==> config.mk <==
export PLATFORM = sky130hd
export DESIGN_NAME = reorder_buffer
export DESIGN_NICKNAME = d
export VERILOG_FILES = /design/src/rtl/reorder_buffer.sv
export SDC_FILE = /design/constraint.sdc
export NUM_CORES = 2
export LEC_CHECK = 0
export CORE_MARGIN = 10
export CORE_UTILIZATION = 30
export CTS_BUF_LIST = sky130_fd_sc_hd__clkbuf_4 sky130_fd_sc_hd__clkbuf_8
export DETAILED_ROUTE_END_ITERATION = 7
export PLACE_DENSITY_LB_ADDON = 0.12
export SLEW_MARGIN = 20
export SYNTH_ARGS = -nofsm -noshare
export SYNTH_HDL_FRONTEND = slang
export SYNTH_SLANG_ARGS = --single-unit
==> constraint.sdc <==
create_clock -name clk_i -period 4.2 [get_ports clk_i]
set_input_delay 0.84 -clock clk_i [delete_from_list [all_inputs] [get_ports clk_i]]
set_output_delay 0.84 -clock clk_i [all_outputs]
set_load 0.01 [all_outputs]
==> src/rtl/reorder_buffer.sv <==
// rtl/reorder_buffer.sv - circular reorder buffer with in-order multi-entry retire
package rob_pkg;
  localparam int XLEN = 32;

  typedef struct packed {
    logic [31:0] pc;
    logic [6:0]  opcode;
    logic [4:0]  rd;
  } pci_t;

  typedef struct packed {
    pci_t            pc_info;
    logic [XLEN-1:0] data;
    logic            rdy;
  } sal2_t;
endpackage

module reorder_buffer
  import rob_pkg::*;
#(
  parameter int width      = XLEN,
  parameter int size       = 8,
  parameter int commit_max = 2,
  parameter int cdb_ports  = 2
) (
  input  logic                                    clk_i,
  input  logic                                    rst_i,
  input  logic                                    flush_i,
  input  logic                                    enq_i,
  input  pci_t                                    enq_pci_i,
  output logic [$clog2(size)-1:0]                 enq_tag_o,
  output logic                                    full_o,
  output logic                                    empty_o,
  input  logic [cdb_ports-1:0]                    cdb_valid_i,
  input  logic [cdb_ports-1:0][$clog2(size)-1:0]  cdb_tag_i,
  input  logic [cdb_ports-1:0][width-1:0]         cdb_data_i,
  output logic                                    commit_o,
  output sal2_t [size-1:0]                        rdest_o,
  output logic [size-1:0][4:0]                    rd_bus_o
);
  localparam int TW = $clog2(size);
  localparam int PW = TW + 1;

  logic [size-1:0]  valid_q, valid_d, done_q, done_d;
  pci_t             pci_q [size];
  pci_t             pci_d [size];
  logic [width-1:0] data_q [size];
  logic [width-1:0] data_d [size];
  logic [PW-1:0]    head_q, head_d, tail_q, tail_d;
  logic             commit_q, commit_d;
  sal2_t [size-1:0] rdest_q, rdest_d;

  logic [PW-1:0]    count;
  logic [PW-1:0]    k;
  logic             scan;
  logic [TW-1:0]    sel;
  logic [TW-1:0]    rsel;

  assign count     = tail_q - head_q;
  assign full_o    = (count == PW'(size));
  assign empty_o   = (count == '0);
  assign enq_tag_o = tail_q[TW-1:0];

  // Retire group length: contiguous done entries from head, stops at first not-done slot.
  always_comb begin
    k    = '0;
    scan = 1'b1;
    sel  = '0;
    for (int j = 0; j < commit_max; j++) begin
      sel = head_q[TW-1:0] + TW'(j);
      if (scan && valid_q[sel] && done_q[sel]) k = k + PW'(1);
      else scan = 1'b0;
    end
  end

  always_comb begin
    valid_d  = valid_q;
    done_d   = done_q;
    pci_d    = pci_q;
    data_d   = data_q;
    head_d   = head_q + k;
    tail_d   = tail_q;
    rdest_d  = '0;
    commit_d = (k != '0);
    rsel     = '0;

    for (int j = 0; j < commit_max; j++) begin
      rsel = head_q[TW-1:0] + TW'(j);
      if (PW'(j) < k) begin
        rdest_d[j].pc_info = pci_q[rsel];
        rdest_d[j].data    = XLEN'(data_q[rsel]);
        rdest_d[j].rdy     = 1'b1;
      end
    end

    if (enq_i && !full_o) begin
      valid_d[tail_q[TW-1:0]] = 1'b1;
      done_d[tail_q[TW-1:0]]  = 1'b0;
      pci_d[tail_q[TW-1:0]]   = enq_pci_i;
      data_d[tail_q[TW-1:0]]  = '0;
      tail_d                  = tail_q + PW'(1);
    end

    // Later ports overwrite earlier ones, so the highest index wins on a tag clash.
    for (int p = 0; p < cdb_ports; p++) begin
      if (cdb_valid_i[p] && valid_q[cdb_tag_i[p]]) begin
        data_d[cdb_tag_i[p]] = cdb_data_i[p];
        done_d[cdb_tag_i[p]] = 1'b1;
      end
    end

    for (int j = 0; j < commit_max; j++) begin
      rsel = head_q[TW-1:0] + TW'(j);
      if (PW'(j) < k) begin
        valid_d[rsel] = 1'b0;
        done_d[rsel]  = 1'b0;
      end
    end

    if (flush_i) begin
      valid_d  = '0;
      done_d   = '0;
      head_d   = '0;
      tail_d   = '0;
      rdest_d  = '0;
      commit_d = 1'b0;
    end
  end

  always_ff @(posedge clk_i) begin
    if (rst_i) begin
      valid_q  <= '0;
      done_q   <= '0;
      head_q   <= '0;
      tail_q   <= '0;
      commit_q <= 1'b0;
      rdest_q  <= '0;
      for (int i = 0; i < size; i++) begin
        pci_q[i]  <= '0;
        data_q[i] <= '0;
      end
    end else begin
      valid_q  <= valid_d;
      done_q   <= done_d;
      pci_q    <= pci_d;
      data_q   <= data_d;
      head_q   <= head_d;
      tail_q   <= tail_d;
      commit_q <= commit_d;
      rdest_q  <= rdest_d;
    end
  end

  assign commit_o = commit_q;
  assign rdest_o  = rdest_q;

  always_comb begin
    rd_bus_o = '0;
    for (int j = 0; j < size; j++) begin
      if (rdest_q[j].rdy) rd_bus_o[j] = rdest_q[j].pc_info.rd;
    end
  end

endmodule

# ---- Word-level counts from Yosys, hierarchy flattened
# Index checks and enable logic that the tools add are counted.
dict set report word_totals {
  reg_bits 1249
  input_bits 120
  out_inout_bits 662
  wordCells 212
}
dict set report op_classes {
  add_sub_neg 5
  order_cmp 20
  eq_ne 1
  n_mux 69
  bitwise_logic 20
  n_reduce_logical 20
}
# op count
set op_table {}
lappend op_table {{2-to-1 mux 256 bit} 3}
lappend op_table {{bitwise mux 256 bit} 2}
lappend op_table {{bitwise mux 352 bit} 1}
lappend op_table {{demux 32 bit (select 3 bit)} 3}
lappend op_table {{binary-select mux 44 bit (select 3 bit)} 2}
lappend op_table {{bitwise AND 256 bit} 1}
lappend op_table {{NOT 256 bit} 1}
lappend op_table {{2-to-1 mux 32 bit} 7}
lappend op_table {{2-to-1 mux 44 bit} 5}
lappend op_table {{binary-select mux 32 bit (select 3 bit)} 2}
lappend op_table {{demux 44 bit (select 3 bit)} 1}
lappend op_table {{2-to-1 mux 8 bit} 8}
lappend op_table {{bitwise AND 8 bit} 5}
lappend op_table {{2-to-1 mux 5 bit} 8}
lappend op_table {{NOT 8 bit} 3}
lappend op_table {{OR 8 bit} 3}
lappend op_table {{>= comparator 4 bit, second input constant} 5}
lappend op_table {{less-than comparator 3 x 4 -> 1 bit, second input constant} 5}
lappend op_table {{NOT 3 -> 4 bit} 5}
lappend op_table {{binary-select mux 1 bit (select 3 bit)} 6}
lappend op_table {{demux 1 bit (select 3 bit)} 5}
lappend op_table {{>= comparator 3 x 1 -> 1 bit, second input constant} 5}
lappend op_table {{2-to-1 mux 1 bit} 15}
lappend op_table {{logical AND 1 bit} 14}
lappend op_table {{15 further kinds} 20}

# ---- Depth between registers and ports, before layout
dict set report logic_depth {
  ltp_word 15
  depth_mapped 13
  depth_no_buf 11
}

# ---- Worst setup path after synthesis
# No wires, ideal clock.
dict set report synth_path {
  path_kind {flip-flop to output port}
  from {reg head_q[1]}
  to {out full_o}
  arrival_time_ps 2218
  required_time_ps 3360
  setup_slack_ps 1142
  stages_incl_launch_ff 11
  path_buffers 4
  cell_sequence {dfxtp_1 > buf_2 > inv_1 > ha_1 > and3b_1 > o21ai_1 > nand4_1 > inv_2 > buf_2 > buf_2 > buf_2}
}
dict set report synth_between {
  elab_chain_cells 2
}
# element line
set synth_rtl {}
lappend synth_rtl {{start, declared} 49} ;# logic [PW-1:0] head_q, head_d, tail_q, tail_d;
lappend synth_rtl {{start signal, assigned} 134} ;# head_q <= '0;
lappend synth_rtl {{start signal, assigned} 147} ;# head_q <= head_d;
lappend synth_rtl {{subtractor 4 bit} 59} ;# assign count = tail_q - head_q;
lappend synth_rtl {{equality test 4 bit} 60} ;# assign full_o = (count == PW'(size));
lappend synth_rtl {{end, declared} 32} ;# output logic full_o,
# Every way passes these cells.

# ---- Worst setup path after layout
dict set report layout_path {
  from {reg head_q[2]}
  to {out empty_o}
}
dict set report layout_between {
  elab_chain_cells 2
}
# element line
set layout_rtl {}
lappend layout_rtl {{subtractor 4 bit} 59}
lappend layout_rtl {{logical NOT 4 bit} 61} ;# assign empty_o = (count == '0);
lappend layout_rtl {{end, declared} 33} ;# output logic empty_o,
# Every way passes these cells.

==> qor.csv <==
stage;metric;value;unit
critical_path;Max Fanout on Critical Path;6;
timing;worst setup margin;508;ps
global_route;first-pass GRT wire length;290;mm
clock_tree;CTS tree;done;
drt;Routed Antenna Nets;0;
floorplan;Initial Util;0.302;
critical_path;Crit path max-delay family;compound AO/OA/AOI/OAI gates;
critical_path;crit-path max cell delay;400;ps
timing;slew margin rel.;0.240;
placement;Final GP Congestion;0.789;
final_layout;layout cells sized above 1;0.0930;
pwr;Pleak;15.2;nW
final_layout;Layout Utilization;0.347;
timing;FMAX;271;MHz
logic_synthesis;top-area cell type share of the netlist area;0.372;
drt;DR WL/cell;28.4;um
drt;Routed Wire Length;201;mm
global_route;largest net degree at the start of global routing;177;
logic_synthesis;most frequent cells after synthesis;dfxtp_1, buf_4, o21ai_0;
logic_synthesis;sequential fraction of the synthesis area;0.372;
floorplan;die width;395;um
timing;Final Setup Violations;0;
timing;Hold Vio Cnt, Final;0;
drt;# DRC;0;
logic_synthesis;Seq cells post-synth;786;
critical_path;Critical Path Stages;6;
pwr;P_sw;4.61;mW
global_route;total track usage;0.242;
logic_synthesis;Post-Syn Instances;5090;
timing;Setup TNS;0;ps
floorplan;Die H;395;um
final_layout;post-route cell area;0.0484;mm^2
timing;Slew @ Worst Pin;1140;ps
floorplan;Core Region;0.140;mm^2
clock_tree;CTS Hold Bufs;0;
pwr;Clock power frac;0.497;
clock_tree;htree depth;4;
global_route;initial antenna violation count;23;
timing;max-slew violations;0;
logic_synthesis;Synth Flop Type;dfxtp_1;
critical_path;R2R Path End;data_q[210];
clock_tree;CTS root buffer;clkbuf_8;
critical_path;CP max-delay cell;dlymetal6s2s_1;
logic_synthesis;ys async rst share;0;
pwr;power share of the combinational group;0.063;
critical_path;Worst Setup EP;empty_o;
critical_path;Reg2Reg Depth;8;
placement;placed cell count;6785;
critical_path;critical path, cell by cell;inv_2 > ha_1 > a21oi_1 > nand3_1 > a211oi_1 > dlymetal6s2s_1;
critical_path;Critical R2R Launch;head_q[2];
final_layout;Area Growth Syn to Fin;14.6;%
logic_synthesis;leading area contributor after synthesis;dfxtp_1;
logic_synthesis;Synth warnings;0;
critical_path;buffers and inverters on the worst path;2;
final_layout;Final nets;5196;
clock_tree;Sink Count;786;
clock_tree;worst-skew pair later-pin latency;920;ps
pwr;Power, Total;17.1;mW
floorplan;FP Rows;137;
timing;unrepaired setup endpoints after global routing;false;
timing;minimum clock period;3690;ps
final_layout;Post-Layout Cell Count;7074;
pwr;Max VDD drop;0.292;mV
status;outcome;complete, no violations;
placement;Detailed Place HPWL;112;mm
logic_synthesis;most instantiated library cell after synthesis;dfxtp_1;
critical_path;Startpoint Class;flop;
placement;IO Port Bufs;289;
floorplan;die area;0.156;mm^2
pwr;switching portion of total power;0.269;
clock_tree;cts bufs inserted;155;
critical_path;Setup crit start;head_q[2];
timing;Max Clock Skew;48.3;ps
clock_tree;Clock Path Buffers;3;
pwr;Pwr Density;354;mW/mm^2
clock_tree;Worst-path clk slew;60;ps
critical_path;reg-to-reg slack, setup;980;ps
critical_path;Crit path required time;3360;ps
critical_path;critical path class;flop to output port;
run;max_cap viols;0;
timing;hold slack;485;ps
logic_synthesis;number of synthesized flops with an enable pin;0;
timing;fin crit share;0.879;
drt;1st-iter DRT viols;4396;
critical_path;Worst Setup End Kind;output port;
logic_synthesis;Unique masters post-synth;73;
logic_synthesis;Area contributors post-synth;dfxtp_1, buf_4, mux2i_1;
min_path;HP Class;input pin to flop;
critical_path;Worst Path Arrival;2850;ps
placement;pre-CTS WS;622;ps
drt;via count;40600;
pwr;Int Pwr;12.5;mW
drt;drt pass-1 iters;8;
logic_synthesis;Syn Area/Cell;8.30;um^2
global_route;GR Overflow Total;0;
global_route;vias in the first global route;41000;
floorplan;boundary pin count;782;
placement;Post-DP Area;0.0450;mm^2
logic_synthesis;Mapped Area;0.0423;mm^2
drt;number of vias per cell;5.74;
pwr;Seq pwr share;0.440;
state kept, by name (all words and copies together), names as in the netlist:
name / flops
pci_q: 352
data_q: 256
rdest_o: 153
done_q: 8
valid_q: 8
head_q: 4
tail_q: 4
commit_o: 1
power by group through the flow:
stage                     Combinational, mW  Clock (mW)  Sequential, mW
final                                  1.09        8.51            7.54
after global routing                   1.16        9.04            7.54
after CTS                              1.04        8.70            7.54
after detailed placement               1.04           0            7.70
after global placement                 1.04           0            7.70
after floorplan                       0.986           0            7.69
final cells by class:
type	instances	area, um^2
fill	14500	91300
antenna	17	42.5
clock buffer	244	3030
timing repair buffer	423	4480
tap	1876	2350
inverter	42	171
clock inverter	27	299
sequential	786	15700
multi-input combinational	3659	22300
how the worst min path moves through the flow:
stage | start | end | slack [ps] | depth (start not counted)
final | rst_i | data_q[127] | 480 | 2
after global routing | rst_i | data_q[127] | 460 | 2
after CTS | rst_i | data_q[91] | 430 | 2
after global placement | pci_q[225] | pci_q[225] | 480 | 2
after detailed placement | done_q[3] | done_q[3] | 480 | 2
after floorplan | done_q[3] | done_q[3] | 460 | 2
worst reg2reg max path: stages, from the launching register on:
cell	delay [ps]
dfxtp_1	340
inv_2	80
ha_1	370
a21oi_1	230
a21oi_1	190
o41a_2	610
a221oi_4	520
buf_4	560
a221o_1	260
logic make-up after synthesis:
kind of cell	synth area share
simple gates	0.105
mux	0.0784
buf+inv	0.150
other cells	0.0000888
compound gates	0.290
xor+xnor	0.00166
flops	0.372
fa+ha+maj	0.00284
layout by cell type, fill, tap and decap left out, drive strengths merged, types with 6 or more instances in the layout:
cell / Yosys / routed
conb: 1 / 492
clkinv: 0 / 12
nor2: 343 / 343
a21oi: 375 / 375
dfxtp: 786 / 786
a2111oi: 34 / 34
inv: 42 / 50
ha: 8 / 8
o22ai: 153 / 153
buf: 660 / 135
nand3: 364 / 364
clkbuf: 434 / 244
a22oi: 147 / 147
a31oi: 82 / 82
o21ai: 470 / 470
a221o: 32 / 32
a221oi: 131 / 131
a311oi: 128 / 128
and3: 7 / 7
mux2: 9 / 9
and2: 48 / 48
nor3: 35 / 35
o21bai: 64 / 64
a222oi: 14 / 14
nand2b: 6 / 6
mux2i: 314 / 314
a22o: 61 / 61
clkdlybuf4s50: 0 / 286
diode: 0 / 17
o211ai: 130 / 130
nand2: 148 / 148
per-layer routing:
metal | wire length [um] | vias to the layer above | track usage
met4 | 6410 | 4 | 0.0935
met1 | 87300 | 20300 | 0.321
met5 | 23 | - | 0
li1 | - | 17800 | -
met3 | 15400 | 368 | 0.0501
met2 | 91600 | 2115 | 0.382
repair_timing:
action,CTS,global route
resized for setup,2,2
setup buffers,1,0
endpoints found under the hold margin,0,0
endpoints found under the setup margin,1,2
Note: power is estimated with default switching activity, not from simulation.
